`src/rtl/delay_channel_if.sv`:
```
// Handshake-free link bundle for delay_channel; valid pair present only with DELAY_CHANNEL_VALID_EN.
// master = sender side (drives data_in), slave = channel side (drives data_out).
interface delay_channel_if #(
    parameter int DWIDTH = 32
);
    logic [DWIDTH-1:0] data_in;
    logic [DWIDTH-1:0] data_out;
`ifdef DELAY_CHANNEL_VALID_EN
    logic              valid_in;
    logic              valid_out;

    modport master (output data_in, output valid_in, input data_out, input valid_out);
    modport slave  (input data_in, input valid_in, output data_out, output valid_out);
`else
    modport master (output data_in, input data_out);
    modport slave  (input data_in, output data_out);
`endif
endinterface

```
`src/rtl/delay_channel.sv`:
```
// Fixed-latency link between ring servers; optional valid sideband under DELAY_CHANNEL_VALID_EN.
// Latency: word sampled at edge k is on data_out after edge k+DELAY-1 (DELAY-stage chain).
// Backpressure: none; one word accepted every cycle, never stalls.
module delay_channel #(
    parameter int DWIDTH = 32,
    parameter int DELAY  = 100
) (
    input  logic            clk,
    input  logic            rst,
    delay_channel_if.slave  ch
);
`ifdef DELAY_CHANNEL_VALID_EN
    localparam int VW = 1;
`else
    localparam int VW = 0;
`endif
    localparam int PW = DWIDTH + VW;

    logic [PW-1:0] word_in;
    logic [PW-1:0] word_q;

`ifdef DELAY_CHANNEL_VALID_EN
    assign word_in      = {ch.valid_in, ch.data_in};
    assign ch.valid_out = word_q[PW-1];
`else
    assign word_in      = ch.data_in;
`endif
    assign ch.data_out  = word_q[DWIDTH-1:0];

    generate
        if (DELAY < 1) begin : g_bad
            $error("delay_channel: DELAY must be >= 1");
        end else if (DELAY == 1) begin : g_d1
            always_ff @(posedge clk or posedge rst) begin
                if (rst) word_q <= '0;
                else     word_q <= word_in;
            end
        end else begin : g_dn
            localparam int CW = $clog2(DELAY);

            logic [CW-1:0] fill_cnt;
            logic          primed;
            logic [PW-1:0] tap;

            // Storage is never reset, so stale contents are hidden until the
            // first post-reset word has travelled all the way through.
            assign primed = (fill_cnt == CW'(DELAY - 1));

            always_ff @(posedge clk or posedge rst) begin
                if (rst)         fill_cnt <= '0;
                else if (!primed) fill_cnt <= fill_cnt + 1'b1;
            end

            always_ff @(posedge clk or posedge rst) begin
                if (rst) word_q <= '0;
                else     word_q <= primed ? tap : '0;
            end

            if (DELAY == 2) begin : g_d2
                logic [PW-1:0] stage_q;
                always_ff @(posedge clk) stage_q <= word_in;
                assign tap = stage_q;
            end else begin : g_ring
                localparam int DEPTH = DELAY - 1;
                localparam int AW    = (DEPTH > 1) ? $clog2(DEPTH) : 1;

                logic [PW-1:0] mem [DEPTH];
                logic [AW-1:0] ptr;

                // Shared read/write pointer: the entry read out this edge is
                // the one overwritten, giving exactly DEPTH edges of storage.
                always_ff @(posedge clk or posedge rst) begin
                    if (rst)                         ptr <= '0;
                    else if (ptr == AW'(DEPTH - 1))  ptr <= '0;
                    else                             ptr <= ptr + 1'b1;
                end

                always_ff @(posedge clk) mem[ptr] <= word_in;

                assign tap = mem[ptr];
            end
        end
    endgenerate
endmodule

```
`src/flat_wrapper.sv`:
```
// flat-port wrapper written by rule: the top's interface ports become plain ports
module delay_channel_flat 
#(
    parameter int DWIDTH = 32,
    parameter int DELAY  = 100
)
  (clk, rst, ch_data_in, ch_data_out);
  delay_channel_if #(.DWIDTH(DWIDTH)) ch_i ();
  input  logic clk;
  input  logic rst;
  input wire logic [$bits(ch_i.data_in)-1:0] ch_data_in;
  output wire logic [$bits(ch_i.data_out)-1:0] ch_data_out;
  assign ch_i.data_in = ch_data_in;
  assign ch_data_out = ch_i.data_out;
  delay_channel #(.DWIDTH(DWIDTH), .DELAY(DELAY)) u_core (.clk(clk), .rst(rst), .ch(ch_i));
endmodule
```
`config.mk`:
```
export PLATFORM = sky130hd
export DESIGN_NAME = delay_channel_flat
export DESIGN_NICKNAME = d
export VERILOG_FILES = /design/src/rtl/delay_channel_if.sv /design/src/rtl/delay_channel.sv /design/src/flat_wrapper.sv
export SDC_FILE = /design/constraint.sdc
export NUM_CORES = 2
export LEC_CHECK = 0
export BUFFER_PORTS_ARGS = -buffer_cell sky130_fd_sc_hd__buf_2
export CAP_MARGIN = 20
export CORE_ASPECT_RATIO = 0.5
export CORE_MARGIN = 3
export CORE_UTILIZATION = 35
export CTS_BUF_LIST = sky130_fd_sc_hd__clkbuf_16
export CTS_CLUSTER_SIZE = 8
export DETAILED_ROUTE_END_ITERATION = 8
export SLEW_MARGIN = 20
export SYNTH_ARGS = -nofsm -noshare
export SYNTH_HDL_FRONTEND = slang
export SYNTH_SLANG_ARGS = --single-unit
```
`constraint.sdc`:
```
create_clock -name clk -period 7.75 [get_ports clk]
set_clock_uncertainty 0.05 [all_clocks]
set_input_delay 2.325 -clock clk [delete_from_list [all_inputs] [get_ports clk]]
set_output_delay 2.325 -clock clk [all_outputs]
set_load 0.005 [all_outputs]
```
==> results.toml <==
[worst_setup_path]
worstSetupPathType = "reg -> reg"
crit_path_end_kind = "flop"
cp.required_ns = 8.39
critPathMaxFanout = 108
crit_arrival_ns = 5.79
critPathLaunchType = "flop"
r2r_end = "u_core.ch.data_out[9]"
timing.rr.start = "u_core.g_dn.g_ring.ptr[0]"
reg2reg_slack_ns = 2.60
rr_worst_depth = 7

[detailed_routing]
wl_um = 338000
vias_per_cell = 5.59
vias = 62426
antenna_left = 0
drtIter0Drc = 7989
firstDrtPassIters = 6
wl_per_cell_um = 30.3
drc = 0

[pwr]
power_density_mw_per_mm2 = 257
p_leak_nw = 49.5
ir_drop_v = 0.000201
power_mw = 36.5

[worst_hold_path]
holdPathEnd = "u_core.g_dn.fill_cnt[6]"
hold_path_depth = 1
hold_class = "reg -> reg"
min_from = "u_core.g_dn.fill_cnt[6]"

[yosys]
synth_edf_count = 3168
synth_top_area_share_pct = 77.3
synth_nets = 6054
netlist_area_mm2 = 0.123
synthArstFlopShare_pct = 1.43
avgSynthCellArea_um2 = 20.5
synth_seq_cells = 3214
synth.distinct_cells = 40
ys.flop_type = "edfxtp_1"
synthTopCellsByArea = "edfxtp_1 (77%), mux4_2 (7.9%), mux2i_1 (5.8%), a22oi_1 (2.9%), a21oi_1 (1.2%)"
synth_warnings = 0
synthCells = 6017
ys_seq_area_share_pct = 78.2
yosysMostFrequentCell = "edfxtp_1"
ys_top_cells_by_count = "edfxtp_1 (3168), mux2i_1 (714), a22oi_1 (476), mux4_2 (432), a21oi_1 (294)"
yosys.area.top_type = "edfxtp_1"

[clock_tree]
postCtsHoldBufs = 0
htreeDepth = 5
cts_made_buffers = 444
cts_sinks = 3214
clkSlewWorstSetupHoldPaths_ns = 0.05
cts_buffer_depth = 4
clk_latency_ns = 0.93
cts-resized-gates = 0
post_cts_buffers = 0
cts_tree = "built"
cts-root-buf = "clkbuf_16"

[global_route]
grt_usage_pct = 18.3
grt_max_degree = 139
antenna_found_initial = 21
grt_pass1_vias = 61469
grt_overflow = 0
grt_first_pass_wirelength_um = 474000

[place]
gp_congestion = 0.812
port_buffers = 65
hpwl_um = 182000
dp_cells = 10569

[final_layout]
synthToLayoutAreaGrowth_pct = 15.4
stdcell_count = 11166
nets = 6407
drive_above_1_share_pct = 20.3

[floorplanning]
die_h_um = 425
start_util_pct = 35.3
dieArea_mm2 = 0.359
core-area_mm2 = 0.349
rows = 153
die_w_um = 845
num_io_pins = 66

[run]
drv_cap = 0

[run_status]
run_status = "complete, no violations"

[sta]
hold_viol = 0
worstMarginPinSlew_ns = 1.20
max_clock_freq_mhz = 194
setup_viol = 0
maxSlewViolCount = 0
period_minus_slack_ns = 5.15
finalSetupTns_ns = 0
period_share_pct = 66.4
holdWs_ns = 0.426
max_slew_margin_pct = 19.5
rsz0062_at_grt = "false"
==> flip-flops by register name, indices dropped and copies added (netlist names) <==
name / count
u_core.g_dn.g_ring.ptr: 7
u_core.g_dn.g_ring.mem: 3168
u_core.g_dn.fill_cnt: 7
u_core.ch.data_out: 32
==> logic make-up after synthesis <==
kind of cell             count (synthesis)  synth area share [%]
flip-flops                            3214                  78.2
multiplexers                          1147                  13.7
AO/OA/AOI/OAI                          933                  5.01
buffers and inverters                  363                  1.72
AND/OR/NAND/NOR                        348                  1.22
XOR/XNOR                                 9                0.0641
adder cells (fa/ha/maj)                  3                0.0305
==> placed cells by master, fill, tap and decap left out, types with 5 or more instances in the layout <==
master	count
nor4_2	9
a21o_1	27
nor4_1	20
mux4_2	432
a22oi_1	476
nor2_4	101
dfrtp_1	41
buf_12	20
a21oi_1	294
buf_4	210
a211oi_1	5
edfxtp_1	3168
nor2_2	8
nand3_1	18
inv_6	9
diode_2	10
a31oi_1	56
mux2i_1	714
clkbuf_16	450
a221o_1	27
nand2_1	121
xnor2_1	6
nand2_2	9
nand2b_1	7
inv_1	115
buf_2	33
nor2_1	31
o21ai_0	40
==> per-layer routing <==
metal	global-route usage, %	wire length (um)	vias up
met5	0	0	-
met4	5.27	9500	0
met3	3.14	28100	474
met2	28.9	159000	2960
met1	26.1	142000	33408
li1	-	-	25584
==> stage by stage <==
| stage | utilization (%) | area (um^2) | setup slack [ns] |
|---|---|---|---|
| floorplan | - | 123000 | 4.26 |
| global placement | 37.2 | 130000 | 2.47 |
| detailed placement | 37.2 | 130000 | 2.47 |
| CTS | 40.7 | 142000 | 2.48 |
| global route | 40.7 | 142000 | 2.48 |
| finish | 40.7 | 142000 | 2.60 |
==> where the power goes <==
part | total (mW) | switching (mW) | internal [mW]
Clock | 17.0 | 6.81 | 10.2
Combinational | 0.349 | 0.325 | 0.0244
Sequential | 19.1 | 0.00226 | 19.1
==> worst max path at each step <==
stage                               endpoint  slack, ns                 startpoint
2_1_floorplan  u_core.g_dn.g_ring.mem[57][0]       4.26  u_core.g_dn.g_ring.ptr[0]
3_3_place_gp          u_core.ch.data_out[18]       2.47  u_core.g_dn.g_ring.ptr[0]
3_5_place_dp           u_core.ch.data_out[6]       2.47  u_core.g_dn.g_ring.ptr[0]
4_1_cts                u_core.ch.data_out[6]       2.48  u_core.g_dn.g_ring.ptr[0]
5_1_grt                u_core.ch.data_out[9]       2.48  u_core.g_dn.g_ring.ptr[0]
6_report               u_core.ch.data_out[9]       2.60  u_core.g_dn.g_ring.ptr[0]
==> critical path, stage by stage, from the launching register on <==
cell and delay (ns):
dfrtp_4 0.99, buf_4 0.72, buf_12 0.68, mux4_2 0.61, a22oi_1 0.26, a21oi_1 0.13, nor2_1 0.87, a31oi_1 0.35
==> cell type report <==
type | instances | area [um^2]
multi-input cells | 2440 | 25600
fillers | 30492 | 207000
clock inverters | 132 | 676
repair buffers | 268 | 2230
well taps | 4650 | 5820
inverters | 2 | 7.51
clock buffers | 450 | 11300
flip-flops and latches | 3214 | 96300
diodes | 10 | 25.0
(Power assumes the default switching activity.)
